**src/rtl/rr_arbiter4_pkg.sv**
```systemverilog
// Shared definitions for the 4-way round-robin arbiter: sizes, FSM encoding
// and the rotating priority scan.
package rr_arbiter4_pkg;

    localparam int N_REQ = 4;
    localparam int ID_W  = 2;

    typedef enum logic [1:0] {
        ST_IDLE  = 2'b00,
        ST_GRANT = 2'b01,
        ST_GAP   = 2'b10
    } arb_state_e;

    // Scan last_id+1 .. last_id+4 (mod 4); the first active request wins.
    // The previous owner is therefore always checked last.
    function automatic logic [ID_W-1:0] rr_pick(
        input logic [N_REQ-1:0] req,
        input logic [ID_W-1:0]  last_id
    );
        logic [ID_W-1:0] pick;
        logic [ID_W-1:0] idx;
        logic            found;
        pick  = '0;
        found = 1'b0;
        for (int off = 1; off <= N_REQ; off++) begin
            idx = last_id + ID_W'(off);
            if (!found && req[idx]) begin
                pick  = idx;
                found = 1'b1;
            end
        end
        return pick;
    endfunction

endpackage

```
**src/rtl/rr_arbiter4_decode_2to4.sv**
```systemverilog
// Index-to-one-hot decoder with enable; drives the per-requester grant lines.
module decode_2to4
    import rr_arbiter4_pkg::*;
(
    input  logic              en,
    input  logic [ID_W-1:0]   idx,
    output logic [N_REQ-1:0]  onehot
);

    genvar gi;
    generate
        for (gi = 0; gi < N_REQ; gi++) begin : g_dec
            assign onehot[gi] = en && (idx == ID_W'(gi));
        end
    endgenerate

endmodule

```
**src/rtl/rr_arbiter4.sv**
```systemverilog
// Round-robin arbiter for 4 requesters with a bounded hold time and a
// one-cycle dead gap between consecutive grants.
module rr_arbiter4
    import rr_arbiter4_pkg::*;
#(
    parameter  int MAX_HOLD = 16,
    localparam int CNT_W    = $clog2(MAX_HOLD + 1)
) (
    input  logic              clk,
    input  logic              rst,
    input  logic [N_REQ-1:0]  req,
    output logic [N_REQ-1:0]  gnt,
    output logic [ID_W-1:0]   gnt_id,
    output logic              gnt_valid,
    output logic              timeout
);

    arb_state_e        state_q,     state_d;
    logic [ID_W-1:0]   gnt_id_q,    gnt_id_d;
    logic              gnt_valid_q, gnt_valid_d;
    logic              timeout_q,   timeout_d;
    logic [CNT_W-1:0]  hold_cnt_q,  hold_cnt_d;
    logic [ID_W-1:0]   last_id_q,   last_id_d;

    logic              any_req;
    logic [ID_W-1:0]   winner;
    logic              owner_req;
    logic              hold_expired;

    assign any_req      = |req;
    assign winner       = rr_pick(req, last_id_q);
    assign owner_req    = req[gnt_id_q];
    assign hold_expired = (hold_cnt_q == CNT_W'(MAX_HOLD - 1));

    always_comb begin
        state_d     = state_q;
        gnt_id_d    = gnt_id_q;
        gnt_valid_d = gnt_valid_q;
        timeout_d   = 1'b0;
        hold_cnt_d  = hold_cnt_q;
        last_id_d   = last_id_q;

        case (state_q)
            ST_IDLE, ST_GAP: begin
                hold_cnt_d  = '0;
                gnt_valid_d = 1'b0;
                if (any_req) begin
                    state_d     = ST_GRANT;
                    gnt_id_d    = winner;
                    gnt_valid_d = 1'b1;
                end else begin
                    state_d     = ST_IDLE;
                end
            end

            ST_GRANT: begin
                hold_cnt_d = hold_cnt_q + CNT_W'(1);
                // Release is checked first so a drop on the last allowed
                // cycle is a normal release, not a revoke.
                if (!owner_req) begin
                    state_d     = ST_GAP;
                    gnt_valid_d = 1'b0;
                    hold_cnt_d  = '0;
                    last_id_d   = gnt_id_q;
                end else if (hold_expired) begin
                    state_d     = ST_GAP;
                    gnt_valid_d = 1'b0;
                    timeout_d   = 1'b1;
                    hold_cnt_d  = '0;
                    last_id_d   = gnt_id_q;
                end
            end

            default: begin
                state_d     = ST_IDLE;
                gnt_valid_d = 1'b0;
                hold_cnt_d  = '0;
            end
        endcase
    end

    always_ff @(posedge clk) begin
        if (rst) begin
            state_q     <= ST_IDLE;
            gnt_id_q    <= '0;
            gnt_valid_q <= 1'b0;
            timeout_q   <= 1'b0;
            hold_cnt_q  <= '0;
            last_id_q   <= ID_W'(N_REQ - 1);
        end else begin
            state_q     <= state_d;
            gnt_id_q    <= gnt_id_d;
            gnt_valid_q <= gnt_valid_d;
            timeout_q   <= timeout_d;
            hold_cnt_q  <= hold_cnt_d;
            last_id_q   <= last_id_d;
        end
    end

    decode_2to4 u_decode (
        .en     (gnt_valid_q),
        .idx    (gnt_id_q),
        .onehot (gnt)
    );

    assign gnt_id    = gnt_id_q;
    assign gnt_valid = gnt_valid_q;
    assign timeout   = timeout_q;

endmodule

```
**config.mk**
```make
export PLATFORM = sky130hd
export DESIGN_NAME = rr_arbiter4
export DESIGN_NICKNAME = d
export VERILOG_FILES = /design/src/rtl/rr_arbiter4_pkg.sv /design/src/rtl/rr_arbiter4_decode_2to4.sv /design/src/rtl/rr_arbiter4.sv
export SDC_FILE = /design/constraint.sdc
export NUM_CORES = 1
export LEC_CHECK = 0
export CAP_MARGIN = 20
export CORE_MARGIN = 2
export CORE_UTILIZATION = 50
export CTS_BUF_LIST = sky130_fd_sc_hd__clkbuf_8
export CTS_CLUSTER_DIAMETER = 150
export CTS_CLUSTER_SIZE = 40
export DETAILED_ROUTE_END_ITERATION = 10
export MAX_ROUTING_LAYER = met4
export PLACE_DENSITY = 0.78
export SYNTH_ARGS = -nofsm -noshare
export SYNTH_HDL_FRONTEND = slang
export SYNTH_HIERARCHICAL = 1
export SYNTH_SLANG_ARGS = --single-unit
```
**constraint.sdc**
```tcl
create_clock -name clk -period 2 [get_ports clk]
set_input_delay 0.3 -clock clk [delete_from_list [all_inputs] [get_ports clk]]
set_output_delay 0.3 -clock clk [all_outputs]
set_load 0.01 [all_outputs]
```
==> summary.txt <==
Power
  • P_sw: 0.000198 W
  • Lkg Pwr: 0.380 nW
  • Comb pwr share: 0.227
  • Power Density: 769 nW/µm²
  • Sw Ratio: 0.284
  • VDD IR max: 0.000491 V
  • Cell Int Power: 0.000501 W
  • Clock share of power: 0.332
  • Flop pwr share: 0.440

Setup path
  • Crit end category: flop
  • Crit-path max FO: 7
  • Critical path class: reg -> reg
  • Worst r2r src: hold_cnt_q[0]
  • FF-to-FF End: last_id_q[0]
  • Flop2flop setup slack: 0.12 ns
  • R2r worst-path depth: 7
  • Worst path required time: 2.13 ns
  • Worst EP arrival: 2.01 ns
  • Worst setup SP type: flop

Route
  • Via count: 624
  • DRC: 0
  • Routed WL: 1.45 mm
  • DR vias/cell: 5.52
  • DRT iter0 DRCs: 21
  • Antenna viol nets, final: 0
  • DRT Pass-1 Iters: 5
  • Avg WL per Cell: 12.9 µm

Yosys
  • Main synth FF type: dfxtp_1
  • Synth Net Count: 88
  • Post-synth cell types: 33
  • Warnings from Yosys: 6
  • Post-Synthesis Cells: 80
  • Syn_area_per_cell: 8.76 µm²
  • EDFF count, synth: 0
  • Yosys top cell by area: dfxtp_1
  • Register area share after synthesis: 0.371
  • Synth cell count leaders: nor2_1 (16), dfxtp_1 (13), nand2_1 (5), nand2b_1 (5), a21oi_1 (4)
  • Area contributors post-synth: dfxtp_1 (37%), nor2_1 (8.6%), nand2b_1 (4.5%)
  • Most common cell in the netlist: nor2_1
  • Synthesized area: 701 µm²
  • FF+latch count, synth: 13
  • Synth top area share: 0.371
  • Ys async rst share: 0

Timing
  • RSZ-0062 raised after global routing: false
  • Fin crit share: 0.942
  • Final hold violations: 0
  • Peak Freq: 531 MHz
  • Final slew viol count: 0
  • Tmin final: 1.88 ns
  • Worst relative slew slack: 0.782
  • Setup Viol. Count Final: 0
  • Slew @ Worst Pin: 0.318 ns
  • Setup TNS: 0 ns
  • Final Hold Slack: 0.468 ns
  • Worst Skew: 0.00376 ns

Die
  • Initial core utilization: 0.538
  • Site Rows: 13
  • Die width: 41.4 µm
  • Die H: 41.4 µm
  • Io pins: 14
  • Die area: 1720 µm²
  • Placeable Area: 1300 µm²

Cells and area
  • Final Util: 0.699
  • Area grow syn2layout: 29.8%
  • Final instance area: 910 µm²
  • Diode count: 0
  • Final nets: 107
  • Ratio of cells with drive above 1 in the final layout: 0.133
  • Layout Cells excl Fill: 113

Clocking
  • CTS Root Cell: clkbuf_8
  • Sinks on the clock net: 13
  • Clock latency on the worst-skew pair: 0.24 ns
  • Hold buffer count at CTS: 0
  • Post-CTS Setup Bufs: 0
  • Clock slew at reported path FFs: 0.06 ns
  • Post-cts sizing count: 0
  • CTS Buf Count: 3
  • Htree depth: 1
  • CTS tree: yes
  • CTS max path bufs: 2

Placed design
  • Dpl hpwl: 1.09 mm
  • Placer congestion estimate: 0.945
  • IO buf count: 13
  • Placement-stage cell area: 863 µm²
  • Placed cells: 109

Flow run
  • MaxCap Viol Count: 0

Global route
  • Initial antenna violation count: 0
  • Gr ovfl total: 0
  • Largest net degree at the start of global routing: 12
  • Vias in the first global route: 527
  • Tot GR Track Use: 0.183
  • Global-route wire length before repair: 2.39 mm

Worst hold path
  • Hold_sp: hold_cnt_q[0]
  • Hold endpoint: hold_cnt_q[0]
  • Worst Hold Path Cells: 1
  • HP Class: reg -> reg

Status
  • Outcome: complete, no violations
[sequential cells by signal, summed over array words and instances, names as in the netlist]
signal      cells
gnt_id          2
hold_cnt_q      5
timeout         1
gnt_valid       1
state_q         2
last_id_q       2
[cells by family after synthesis]
kind of cell,after synthesis,synth area share
buffers and inverters,6,0.0393
DFF,13,0.371
adders and majority gates,2,0.0357
xor gates and xnor gates,2,0.0250
muxes,4,0.0643
and+or+nand+nor,39,0.293
AOI/OAI and AO/OA,14,0.171
[layer usage]
layer | up-vias | GRT usage | share of wire
met5 | - | - | 0
met3 | 2 | 0.0522 | 0.072
li1 | 317 | - | -
met2 | 27 | 0.266 | 0.44
met1 | 278 | 0.253 | 0.48
met4 | 0 | 0.0387 | 0.0055
[critical path: stages, from the launching register on]
cell and delay, ns:
dfxtp_1 0.37, ha_1 0.21, and3_1 0.18, ha_1 0.19, nand2b_1 0.17, o2bb2ai_4 0.11, or4_1 0.43, o31a_1 0.12
[layout by cell type (no fill, tap or decap), drive strengths merged]
master	instances
and3b	2
or2b	1
or4	1
o22ai	1
o31a	1
mux2	1
a211oi	1
ha	2
nand2	5
nor3	1
a31oi	1
a21oi	4
xor2	1
clkinv	1
mux2i	3
dfxtp	13
nor3b	1
clkdlybuf4s50	13
clkbuf	3
a32o	1
nand2b	5
a311oi	2
buf	4
and3	3
inv	3
o21ai	1
nand3b	1
o2111a	1
or3	1
o2bb2ai	1
nand3	2
xnor2	1
nor2	16
[final cells by class]
type                            count  area, µm²
Clock buffer                        3       41.3
Clock inverter                      1       5.00
Fill cell                         102        392
Inverter                            3       11.3
Multi-Input combinational cell     61        413
Sequential cell                    13        260
Tap cell                           15       18.8
Timing Repair Buffer               17        160
[worst max path at each step]
stage,start,end
after floorplan,hold_cnt_q[0],last_id_q[0]
after global routing,hold_cnt_q[0],last_id_q[0]
final,hold_cnt_q[0],last_id_q[0]
after CTS,hold_cnt_q[0],last_id_q[0]
after detailed placement,req[0],last_id_q[0]
after global placement,req[3],gnt_id[1]
[per-stage QoR]
stage	total power [W]	setup slack, ns
after floorplan	0.000407	0.334
after global placement	0.000464	0.157
after detailed placement	0.000471	0.125
after CTS	0.000703	0.115
after global routing	0.000733	0.00177
final	0.000699	0.117
[power by group through the flow]
stage                     sequential (W)  combinational [W]  clock, W
final                           0.000308           0.000159  0.000232
after global routing            0.000310           0.000172  0.000251
after CTS                       0.000307           0.000159  0.000237
after detailed placement        0.000313           0.000158         0
after global placement          0.000312           0.000152         0
after floorplan                 0.000306           0.000102         0
Note: power is estimated with default switching activity, not from simulation.
